`src/rtl/alu_pipe.sv`:
```
// Handshaked, registered ALU with an iterative one-bit-per-cycle rotator for RSL.
// Optional macro ALU_PIPE_CARRY_EN adds a registered ADD carry-out; otherwise carry is tied to 0.
module alu_pipe #(
  parameter int WIDTH = 8,
  parameter int RW    = $clog2(WIDTH)
) (
  input  logic             clk,
  input  logic             rst_n,
  input  logic             in_valid,
  output logic             in_ready,
  input  logic [2:0]       alu_op,
  input  logic [WIDTH-1:0] input1,
  input  logic [WIDTH-1:0] input2,
  output logic             out_valid,
  input  logic             out_ready,
  output logic [WIDTH-1:0] out,
  output logic             jump_flag,
  output logic             carry
);

  localparam logic [2:0] OP_ADD  = 3'd0;
  localparam logic [2:0] OP_XOR  = 3'd1;
  localparam logic [2:0] OP_AND  = 3'd2;
  localparam logic [2:0] OP_RSL  = 3'd3;
  localparam logic [2:0] OP_MOV  = 3'd4;
  localparam logic [2:0] OP_LD   = 3'd5;
  localparam logic [2:0] OP_ST   = 3'd6;
  localparam logic [2:0] OP_BLQZ = 3'd7;

  typedef enum logic [1:0] {IDLE = 2'd0, ROT = 2'd1, HOLD = 2'd2} state_t;

  state_t           state_q, state_d;
  logic [WIDTH-1:0] shadow_q;
  logic [RW-1:0]    cnt_q;
  logic [WIDTH-1:0] out_q;
  logic             jump_q;
  logic [RW-1:0]    r_amt;
  logic             accept;
  logic             rot_start;
  logic [WIDTH-1:0] rot_next;
  logic [WIDTH-1:0] res;
  logic             res_jump;

  // Handshake: a transfer happens on any rising edge where valid && ready are both high;
  // valid never waits on ready, and the result stays stable in HOLD until out_ready.
  assign in_ready  = (state_q == IDLE) || ((state_q == HOLD) && out_ready);
  assign accept    = in_valid && in_ready;
  assign r_amt     = input2[RW-1:0];
  assign rot_start = accept && (alu_op == OP_RSL) && (r_amt != '0);
  assign rot_next  = {shadow_q[WIDTH-2:0], shadow_q[WIDTH-1]};
  assign out_valid = (state_q == HOLD);
  assign out       = out_q;
  assign jump_flag = jump_q;

  always_comb begin
    res      = '0;
    res_jump = 1'b0;
    case (alu_op)
      OP_ADD:  res = input1 + input2;
      OP_XOR:  res = input1 ^ input2;
      OP_AND:  res = input1 & input2;
      OP_RSL:  res = input1;  // only reached for a zero rotate amount
      OP_MOV,
      OP_LD:   res = input2;
      OP_ST:   res = input1;
      OP_BLQZ: res_jump = input1[WIDTH-1] | (input1 == '0);
      default: res = '0;
    endcase
  end

  always_comb begin
    state_d = state_q;
    case (state_q)
      IDLE, HOLD: begin
        if (accept)                        state_d = rot_start ? ROT : HOLD;
        else if ((state_q == HOLD) && out_ready) state_d = IDLE;
      end
      ROT:     if (cnt_q == RW'(1)) state_d = HOLD;
      default: state_d = IDLE;
    endcase
  end

  always_ff @(posedge clk or negedge rst_n) begin
    if (!rst_n) begin
      state_q  <= IDLE;
      shadow_q <= '0;
      cnt_q    <= '0;
      out_q    <= '0;
      jump_q   <= 1'b0;
    end else begin
      state_q <= state_d;
      if (accept) begin
        jump_q <= res_jump;
        if (rot_start) begin
          shadow_q <= input1;
          cnt_q    <= r_amt;
        end else begin
          out_q <= res;
        end
      end else if (state_q == ROT) begin
        shadow_q <= rot_next;
        cnt_q    <= cnt_q - RW'(1);
        if (cnt_q == RW'(1)) out_q <= rot_next;
      end
    end
  end

`ifdef ALU_PIPE_CARRY_EN
  logic [WIDTH:0] add_ext;
  logic           carry_q;

  assign add_ext = {1'b0, input1} + {1'b0, input2};
  assign carry   = carry_q;

  always_ff @(posedge clk or negedge rst_n) begin
    if (!rst_n)      carry_q <= 1'b0;
    else if (accept) carry_q <= (alu_op == OP_ADD) && add_ext[WIDTH];
  end
`else
  assign carry = 1'b0;
`endif

endmodule
```
`config.mk`:
```
export PLATFORM = sky130hd
export DESIGN_NAME = alu_pipe
export DESIGN_NICKNAME = d
export VERILOG_FILES = /design/src/rtl/alu_pipe.sv
export SDC_FILE = /design/constraint.sdc
export NUM_CORES = 1
export LEC_CHECK = 0
export CAP_MARGIN = 20
export CORE_MARGIN = 5
export CORE_UTILIZATION = 52
export DETAILED_ROUTE_END_ITERATION = 10
export PLACE_DENSITY_LB_ADDON = 0.05
export RECOVER_POWER = 25
export SYNTH_ARGS = -nofsm -noshare
export SYNTH_HDL_FRONTEND = slang
export SYNTH_SLANG_ARGS = --single-unit
```
`constraint.sdc`:
```
create_clock -name clk -period 2.1 [get_ports clk]
set_clock_uncertainty 0.15 [all_clocks]
set_input_delay 0.315 -clock clk [delete_from_list [all_inputs] [get_ports clk]]
set_output_delay 0.315 -clock clk [all_outputs]
set_load 0.02 [all_outputs]
```
# Word level (Yosys, flattened, before mapping)
# Cells that the tools add are included.
[word_totals] ff_bits=22 inputBits=23 output_inout_bits=12
[classes] add_sub_neg=2 n_eq_ne=14 n_mux=17 bitwise_logic=3 n_reduce_logical=17
[op_table] cell="$mux 8" n=7
[op_table] cell="$pmux 8 s5" n=1
[op_table] cell="$eq 3x3->1 const B" n=4
[op_table] cell="$mux 3" n=3
[op_table] cell="$add 8x8->8" n=1
[op_table] cell="$and 8x8->8" n=1
[op_table] cell="$logic_not 8->1" n=1
[op_table] cell="$mux 2" n=4
[op_table] cell="$xor 8x8->8" n=1
[op_table] cell="$eq 3x1->1 const B" n=2
[op_table] cell="$eq 3x2->1 const B" n=2
[op_table] cell="$reduce_or 2->1" n=3
[op_table] cell="$logic_and 1x1->1" n=4
[op_table] cell="$ne 2x2->1 const B" n=2
[op_table] cell="$pmux 2 s2" n=1
[op_table] cell="$reduce_and 2->1" n=2
[op_table] cell="$reduce_bool 2->1" n=2
[op_table] cell="$logic_not 3->1" n=1
[op_table] cell="$ne 3x3->1 const B" n=1
[op_table] cell="$reduce_and 3->1" n=1
[op_table] cell="$reduce_bool 3->1" n=1
[op_table] cell="$sub 3x1->3 const B" n=1
[op_table] cell="$eq 2x1->1 const B" n=1
[op_table] cell="$eq 2x2->1 const B" n=1
[op_table] cell="5 further kinds" n=5

# Logic depth before layout (Yosys ltp)
# Gate-level depths: netlist of the first run.
[logic_depth] word_depth=9 depth_mapped=8 depth_no_buf=7

# Least setup slack after synthesis of the first run
# OpenSTA, ideal clock, no wires.
[synth_timing] path_kind="input to register" start="input port input1[0]" end="register out_q[6] (netlist: out[6])" arrival_ns=1.755 slack_ns=0.106 stages=7 path_buffers=0 path_cell_list="ha_1 fa_1 a21o_1 a221oi_2 xnor2_1 nand3_1 a41oi_1"
[synth_via] elab_chain_cells=4
[synth_lines] element="start: declaration" line="12" rtl="input logic [WIDTH-1:0] input1,"
[synth_lines] element="$add 8x8->8" line="59" rtl="OP_ADD: res = input1 + input2;"
[synth_lines] element="$pmux 8 s5" line="58" rtl="case (alu_op)"
[synth_lines] element="$mux 8" line="94" rtl="if (rot_start) begin"
[synth_lines] element="$mux 8" line="92" rtl="if (accept) begin"
[synth_lines] element="end signal: assignment" line="98" rtl="out_q <= res;"
[synth_lines] element="end signal: assignment" line="103" rtl="if (cnt_q == RW'(1)) out_q <= rot_next;"
[synth_lines] element="end: declaration" line="35" rtl="logic [WIDTH-1:0] out_q;"
# No other way between the ends. The select of a mux whose other input is x is not followed.
# A chain may end at the register's enable or synchronous reset.

# Worst setup path in the final report of the first run
[layout_timing] start="input port input2[1]" end="register out_q[6] (netlist: out[6])"
[layout_via] elab_chain_cells=4 elab_cells_between_ends=8 cone_classes="1 x add/sub; 1 x eq/ne; 3 x mux; 3 x reduce/logical"
[layout_lines] element="start: declaration" line="13" rtl="input logic [WIDTH-1:0] input2,"
[layout_lines] element="$add 8x8->8 / $reduce_bool 3->1 (equally long branches)" line="59, 49"
[layout_lines] element="$pmux 8 s5 / $logic_and 1x1->1 (equally long branches)" line="58, 49"
[layout_lines] element="$mux 8 / $ne 2x2->1 (equally long branches)"
[layout_lines] element="$mux 8 / $reduce_and 3->1 (equally long branches)"
# Several ways; a longest one is shown, not always the timed one. The select of a mux whose other input is x is not followed.

==> results of run 1 <==
sequential cells by signal, indices dropped and copies added (netlist names):
name and flops:
cnt_q 3, shadow_q 8, out 8, jump_flag 1
state_q 2
layout by cell type (no fill, tap or decap), drive strengths merged, types with 6 or more instances in the layout:
cell / synthesis / layout
a221oi: 6 / 6
clkdlybuf4s50: 0 / 28
buf: 12 / 50
o21ai: 10 / 10
a21oi: 11 / 11
a31oi: 14 / 14
o211ai: 7 / 7
nand2: 27 / 27
ha: 10 / 10
dfrtp: 22 / 22
nor2: 19 / 19
nand3: 8 / 8
mux2i: 9 / 9
cell usage after synthesis, types with 3 or more instances:
cell type   n
a31oi_1    14
nor2_1     19
a21oi_1    11
nor2b_1     3
and3_1      3
inv_1       4
ha_1       10
nand3_1     8
o21ai_1     3
mux2i_1     9
a221oi_1    5
nand2_1    27
a2bb2oi_1   4
buf_6       3
buf_2       5
o211ai_1    7
o31ai_1     3
dfrtp_1    22
o21ai_0     6
nor3_1      4
buf_4       4
a21o_1      5
clkbuf_1    3
how the worst max path moves through the flow:
stage / endpoint / slack [ps] / from
detailed placement: out[6] / -420 / input1[0]
finish: out[6] / 70 / input2[1]
floorplan: out[6] / 110 / input1[0]
global placement: out[6] / -390 / input1[0]
CTS: out[6] / 3 / input2[0]
global route: out[6] / -30 / input2[1]
worst min-delay path: stages:
cell            delay, ps
dlymetal6s2s_1        210
nand2_1               110
a31oi_1                90
metrics by stage:
stage | cells | power, uW | instance area, um2 | setup slack [ps] | hold WS, ps
6_report | 338 | 2387 | 2623 | 74.44 | 284.6
5_1_grt | 338 | 2552 | 2623 | -30.26 | 285.2
4_1_cts | 338 | 2351 | 2589 | 2.647 | 204.9
3_5_place_dp | 334 | 2118 | 2549 | -416.6 | 328.9
3_3_place_gp | 334 | 2064 | 2549 | -394.2 | 318.0
2_1_floorplan | 219 | 1526 | 1866 | 106.3 | -130.6
layer usage:
metal  wire [um]  global-route usage  vias to the layer above
li1            -                   -                      964
met1        2275              0.2884                      983
met2        2890              0.4050                       88
met3         364             0.02296                       18
met4         114             0.08936                        0
met5           0                   0                        -
power by group through the flow:
stage	logic, uW	registers, uW	clock network, uW
global route	1510	780	262
CTS	1360	753	242
floorplan	699	827	0
detailed placement	1350	763	0
finish	1390	756	245
global placement	1320	749	0
final cells by class:
| type | count | share of cell area |
|---|---|---|
| Timing Repair Buffer | 84 | 0.2777 |
| Sequential cell | 22 | 0.2099 |
| Tap cell | 46 | 0.02195 |
| Inverter | 4 | 0.005725 |
| Clock buffer | 4 | 0.01384 |
| Multi-Input combinational cell | 178 | 0.4709 |
repair_timing:
action | CTS | global route
pin swaps | 0 | 6
setup endpoints to repair | 4 | 4
resized for setup | 3 | 8
cells by family after synthesis:
kind of cell / count (synthesis) / share of synthesized area
compound gates: 73 / 0.2844
xor+xnor: 3 / 0.01409
fa+ha+maj: 11 / 0.07780
buf+inv: 19 / 0.06170
flops: 22 / 0.2951
mux: 10 / 0.05433
other cells: 1 / 0.002010
simple gates: 80 / 0.2106
==> reports/results.txt, run 1 <==
DIE HEIGHT - 69.90 um
clk buf depth - 2
CP Cell Sequence - clkdlybuf4s50_1 -> fa_2 -> a21o_1 -> a221oi_2 -> xnor2_1 -> nand3_1 -> a41oi_2
Total Die Area - 4885 um2
Clock Power Share - 0.103
final period utilization - 0.9646
initial antenna violation count - 0
DR pass1 iterations - 5
vias in the first global route - 2067
top_reg_cell synth - dfrtp_1
Critical Path Start Type - primary input
Slew headroom - 0.1834
CTS Hold Bufs - 0
Detail Route Antenna Nets - 0
flops & latches, synth - 22
Ports - 35
gr usage total - 0.2303
syn_area_per_cell - 8.518 um2
Nets - 327
total net switching power - 1000 uW
Port Buffers - 33
ant diodes - 0
Synth-to-Final Area Change - 40.58%
crit path DAT - 2120 ps
Worst VDD drop - 0.3641 mV
RD Place Congestion - 0.9586
r2r endpoint - out[6]
share of cells above drive strength 1 - 0.2432
register area share after synthesis - 0.2951
HPWL after detailed placement - 4422 um
Fmax - 0.4937 GHz
Least-Margin Pin Slew - 1225 ps
FP Rows - 21
CP Max Fanout - 3
final-layout fill cell count - 257
leakage - 0.001179 uW
Via density - 6.074
Post-CTS Repair Setup Buffers - 0
Min-Delay Path Depth - 3
status - finished, final reports clean
WHS Endpoint - shadow_q[1]
Worst-path clk slew - 130 ps
synthesized cell area - 1866 um2
syn nets - 253
CTS Sinks - 22
later-pin clock latency in the skew report - 310 ps
Final Hold Vio Count - 0
final WL - 5644 um
CP endpoint kind - flop
Max Cap Viol - 0
Post-Synthesis Cells - 219
core area - 3416 um2
cell at the slowest stage of the critical path - clkdlybuf4s50_1
Distinct cells, synth - 56
pin count of the biggest net entering global routing - 23
Pint - 1387 uW
CTS tree - yes
Via Count - 2053
first-pass GRT wire length - 9308 um
top cells by area, synth - dfrtp_1, ha_1, nand2_1, mux2i_1, a31oi_1
WP data required - 2190 ps
CP max stage delay - 530 ps
Worst path depth - 7
post-synth top area cell - dfrtp_1
FF-to-FF setup slack - 170 ps
Final setup viols - 0
H-tree depth - 1
WS Path Type - primary input to flop
drt wl/cell - 16.70 um
Top delay family on crit path - compound AO/OA/AOI/OAI gates
EDFF count, synth - 0
Final Util - 0.7678
Buf/Inv on CP - 1
Final Slew Violations - 0
RR Startpoint - cnt_q[0]
R2R cell count - 7
CTS root buffer - clkbuf_4
Async SR Flop Fraction - 1.000
Cell Pwr Density - 910.1 nW/um2
Tmin final - 2026 ps
Post-Route Setup TNS - 0 ps
sw frac - 0.4190
DRT iter0 DRCs - 169
HP Class - primary input to flop
initial core utilization - 0.5462
Residual DRC - 0
area occupied by multi-input gates - 1235 um2
TritonCTS buffer count - 3
min-delay src - input1[1]
share of power burned in registers - 0.317
Seq. cell area - 550.5 um2
logic gate share of total power - 0.581
die width - 69.90 um
gr ovfl total - 0
YS warnings - 0
post-synth top area share - 0.2951
Power figures use the tool's default switching activity.
==> run 2, diff against run 1 <==
--- a/config.mk
+++ b/config.mk
@@ -7,7 +7,7 @@
 export LEC_CHECK = 0
 export CAP_MARGIN = 20
 export CORE_MARGIN = 5
-export CORE_UTILIZATION = 52
+export CORE_UTILIZATION = 36
 export DETAILED_ROUTE_END_ITERATION = 10
 export PLACE_DENSITY_LB_ADDON = 0.05
 export RECOVER_POWER = 25
==> run 2 against run 1 <==
Against the previous run:
- global-route usage is 5.1 points lower
- core utilization is 23 points lower
- hold slack better by 49 ps
- sequential share of layout area is 0.77 points lower
- critical path depth stayed put
- total power is 1.4% higher
- non-clock buffer count is 5 higher
- fmax is 0.14% higher
- count of clock-buffer cells in the layout stayed put
- register-to-register slack better by 30 ps
- worst setup slack better by 2.8 ps
- sequential power is 1% lower
- critical path type unchanged
==> reports/results.txt, run 2 (same netlist as run 1, synthesis figures left out) <==
RR Startpoint - cnt_q[0]
Final setup viols - 0 (unchanged)
ant diodes - 0 (unchanged)
Detail Route Antenna Nets - 0 (unchanged)
crit path launch - input1[2]
vias in the first global route - 1847 (-11%)
final period utilization - 0.9632 (-0.001350)
gr ovfl total - 0 (unchanged)
RSZ-0062 raised after global routing - false
gr usage total - 0.1792 (-0.05109)
Post-CTS Repair Setup Buffers - 0 (unchanged)
RD Place Congestion - 0.7899 (-18%)
final WL - 5611 um (-0.58%)
later-pin clock latency in the skew report - 260 ps (-50 ps)
pin count of the biggest net entering global routing - 23 (unchanged)
logic gate share of total power - 0.563 (-0.018)
Worst VDD drop - 0.3581 mV (-1.7%)
Clock Power Share - 0.127 (+0.024)
met3 usage - 0.01535 (-0.007605)
Total Die Area - 6722 um2 (+38%)
Via density - 5.308 (-13%)
Final Hold Vio Count - 0 (unchanged)
H-tree depth - 1 (unchanged)
total net switching power - 964.0 uW (-3.6%)
DR pass1 iterations - 5 (unchanged)
CTS Sinks - 22 (unchanged)
leakage - 0.001210 uW (+2.7%)
Synth-to-Final Area Change - 45.94%
Critical Path Start Type - primary input
min-delay src - jump_flag
met1 GRT Util - 0.2503 (-0.03806)
met2 usage - 0.2916 (-0.1134)
Slew headroom - 0.1778 (-0.005531)
sw frac - 0.3985 (-0.02051)
CP Max Fanout - 6 (+3)
HPWL after detailed placement - 4491 um (+1.6%)
CTS tree - yes
Tmin final - 2023 ps (-2.835 ps)
core area - 5075 um2 (+49%)
CTS Hold Bufs - 0 (unchanged)
Cell Pwr Density - 888.5 nW/um2 (-2.4%)
Max Cap Viol - 0 (unchanged)
Ports - 35 (unchanged)
Least-Margin Pin Slew - 1233 ps (+8.297 ps)
gr busiest metal - met2
FP Rows - 26 (+24%)
die width - 81.99 um (+17%)
DRT iter0 DRCs - 150 (-11%)
Via Count - 1948 (-5.1%)
Residual DRC - 0 (unchanged)
Final Util - 0.5365 (-0.2313)
placed cells - 363 (+8.7%)
DIE HEIGHT - 81.99 um (+17%)
share of power burned in registers - 0.309 (-0.008)
CP endpoint kind - flop
first-pass GRT wire length - 9294 um (-0.15%)
total power - 2419 uW (+1.4%)
clk buf depth - 2 (unchanged)
WP data required - 2100 ps (-90 ps)
initial core utilization - 0.3676 (-0.1786)
non-filler instance count after layout - 367 (+8.6%)
Pint - 1455 uW (+4.9%)
drt wl/cell - 15.29 um (-8.4%)
Port Buffers - 33 (unchanged)
HP Class - flop to flop
Worst-path clk slew - 80 ps (-50 ps)
CTS root buffer - clkbuf_8
share of cells above drive strength 1 - 0.2559 (+0.01274)
status - finished, final reports clean
initial antenna violation count - 0 (unchanged)
crit path DAT - 2020 ps (-100 ps)
Fmax - 0.4944 GHz (+0.14%)
WS Path Type - primary input to flop
TritonCTS buffer count - 3 (unchanged)
Post-Route Setup TNS - 0 ps (unchanged)
Final Slew Violations - 0 (unchanged)
Nets - 332 (+1.5%)
Min Hold Slack - 334.1 ps (+49.47 ps)
most common cell after layout, fill and taps aside - buf_4
most frequent cells in the layout - buf_4, nand2_1, clkdlybuf4s50_1
-- run 2: cell types whose count changed in the layout (fill, tap and decap cells not counted), moves of 2 or more --
cell and delta:
clkbuf_4 -3, clkbuf_8 +3, dlygate4sd2_1 +4, buf_4 +4
clkdlybuf4s50_1 -3, o31ai_2 +2, o31ai_1 -2
-- run 2: layout make-up --
type                       count  area [um2]
sequential                    22       550.5
tap                           70       87.58
fill                         518        2352
clock buffer                   4       55.05
inverter                       4       15.01
timing repair buffer          89       770.7
multi-input combinational    178        1244
-- run 2: critical path, stage by stage --
cell and delay (ps):
clkdlybuf4s50_1 460, ha_4 330, nand3_1 130, a21o_1 220
and4_1 210, o31ai_2 230, a31oi_1 110
-- run 2: power groups by stage --
stage	clock network, uW	logic (uW)	registers [uW]
floorplan	0	699	827
global placement	0	1360	756
detailed placement	0	1370	760
CTS	315	1370	751
global route	333	1510	774
finish	308	1360	748
-- run 2: worst paths after layout --
| kind | to | slack (ps) | cells after the start |
|---|---|---|---|
| setup / recovery | out[7] | 80 | 7 |
| hold / removal | jump_flag | 330 | 2 |
| setup reg to reg | out[5] | 200 | 7 |
| hold reg to reg | jump_flag | 330 | 2 |
| max in group asynchronous | shadow_q[1] | 400 | 2 |
| min in group asynchronous | state_q[1] | 670 | 2 |
-- run 2: what timing repair did --
item,in CTS,in global routing
endpoints found under the setup margin,5,4
pin swaps,4,0
gates resized for setup,11,5
-- run 2: metrics by stage --
step           worst slack [ps]  cell area (um2)
3_5_place_dp             -467.5             2629
5_1_grt                   13.12             2723
2_1_floorplan             106.3             1866
3_3_place_gp             -465.2             2629
6_report                  77.28             2723
4_1_cts                   34.49             2704
-- run 2: metal layers --
metal  routed length, um  up-vias
met5                   0        -
met4                  68        0
met3                 172        4
met2                2715       33
met1                2656      932
li1                    -      979
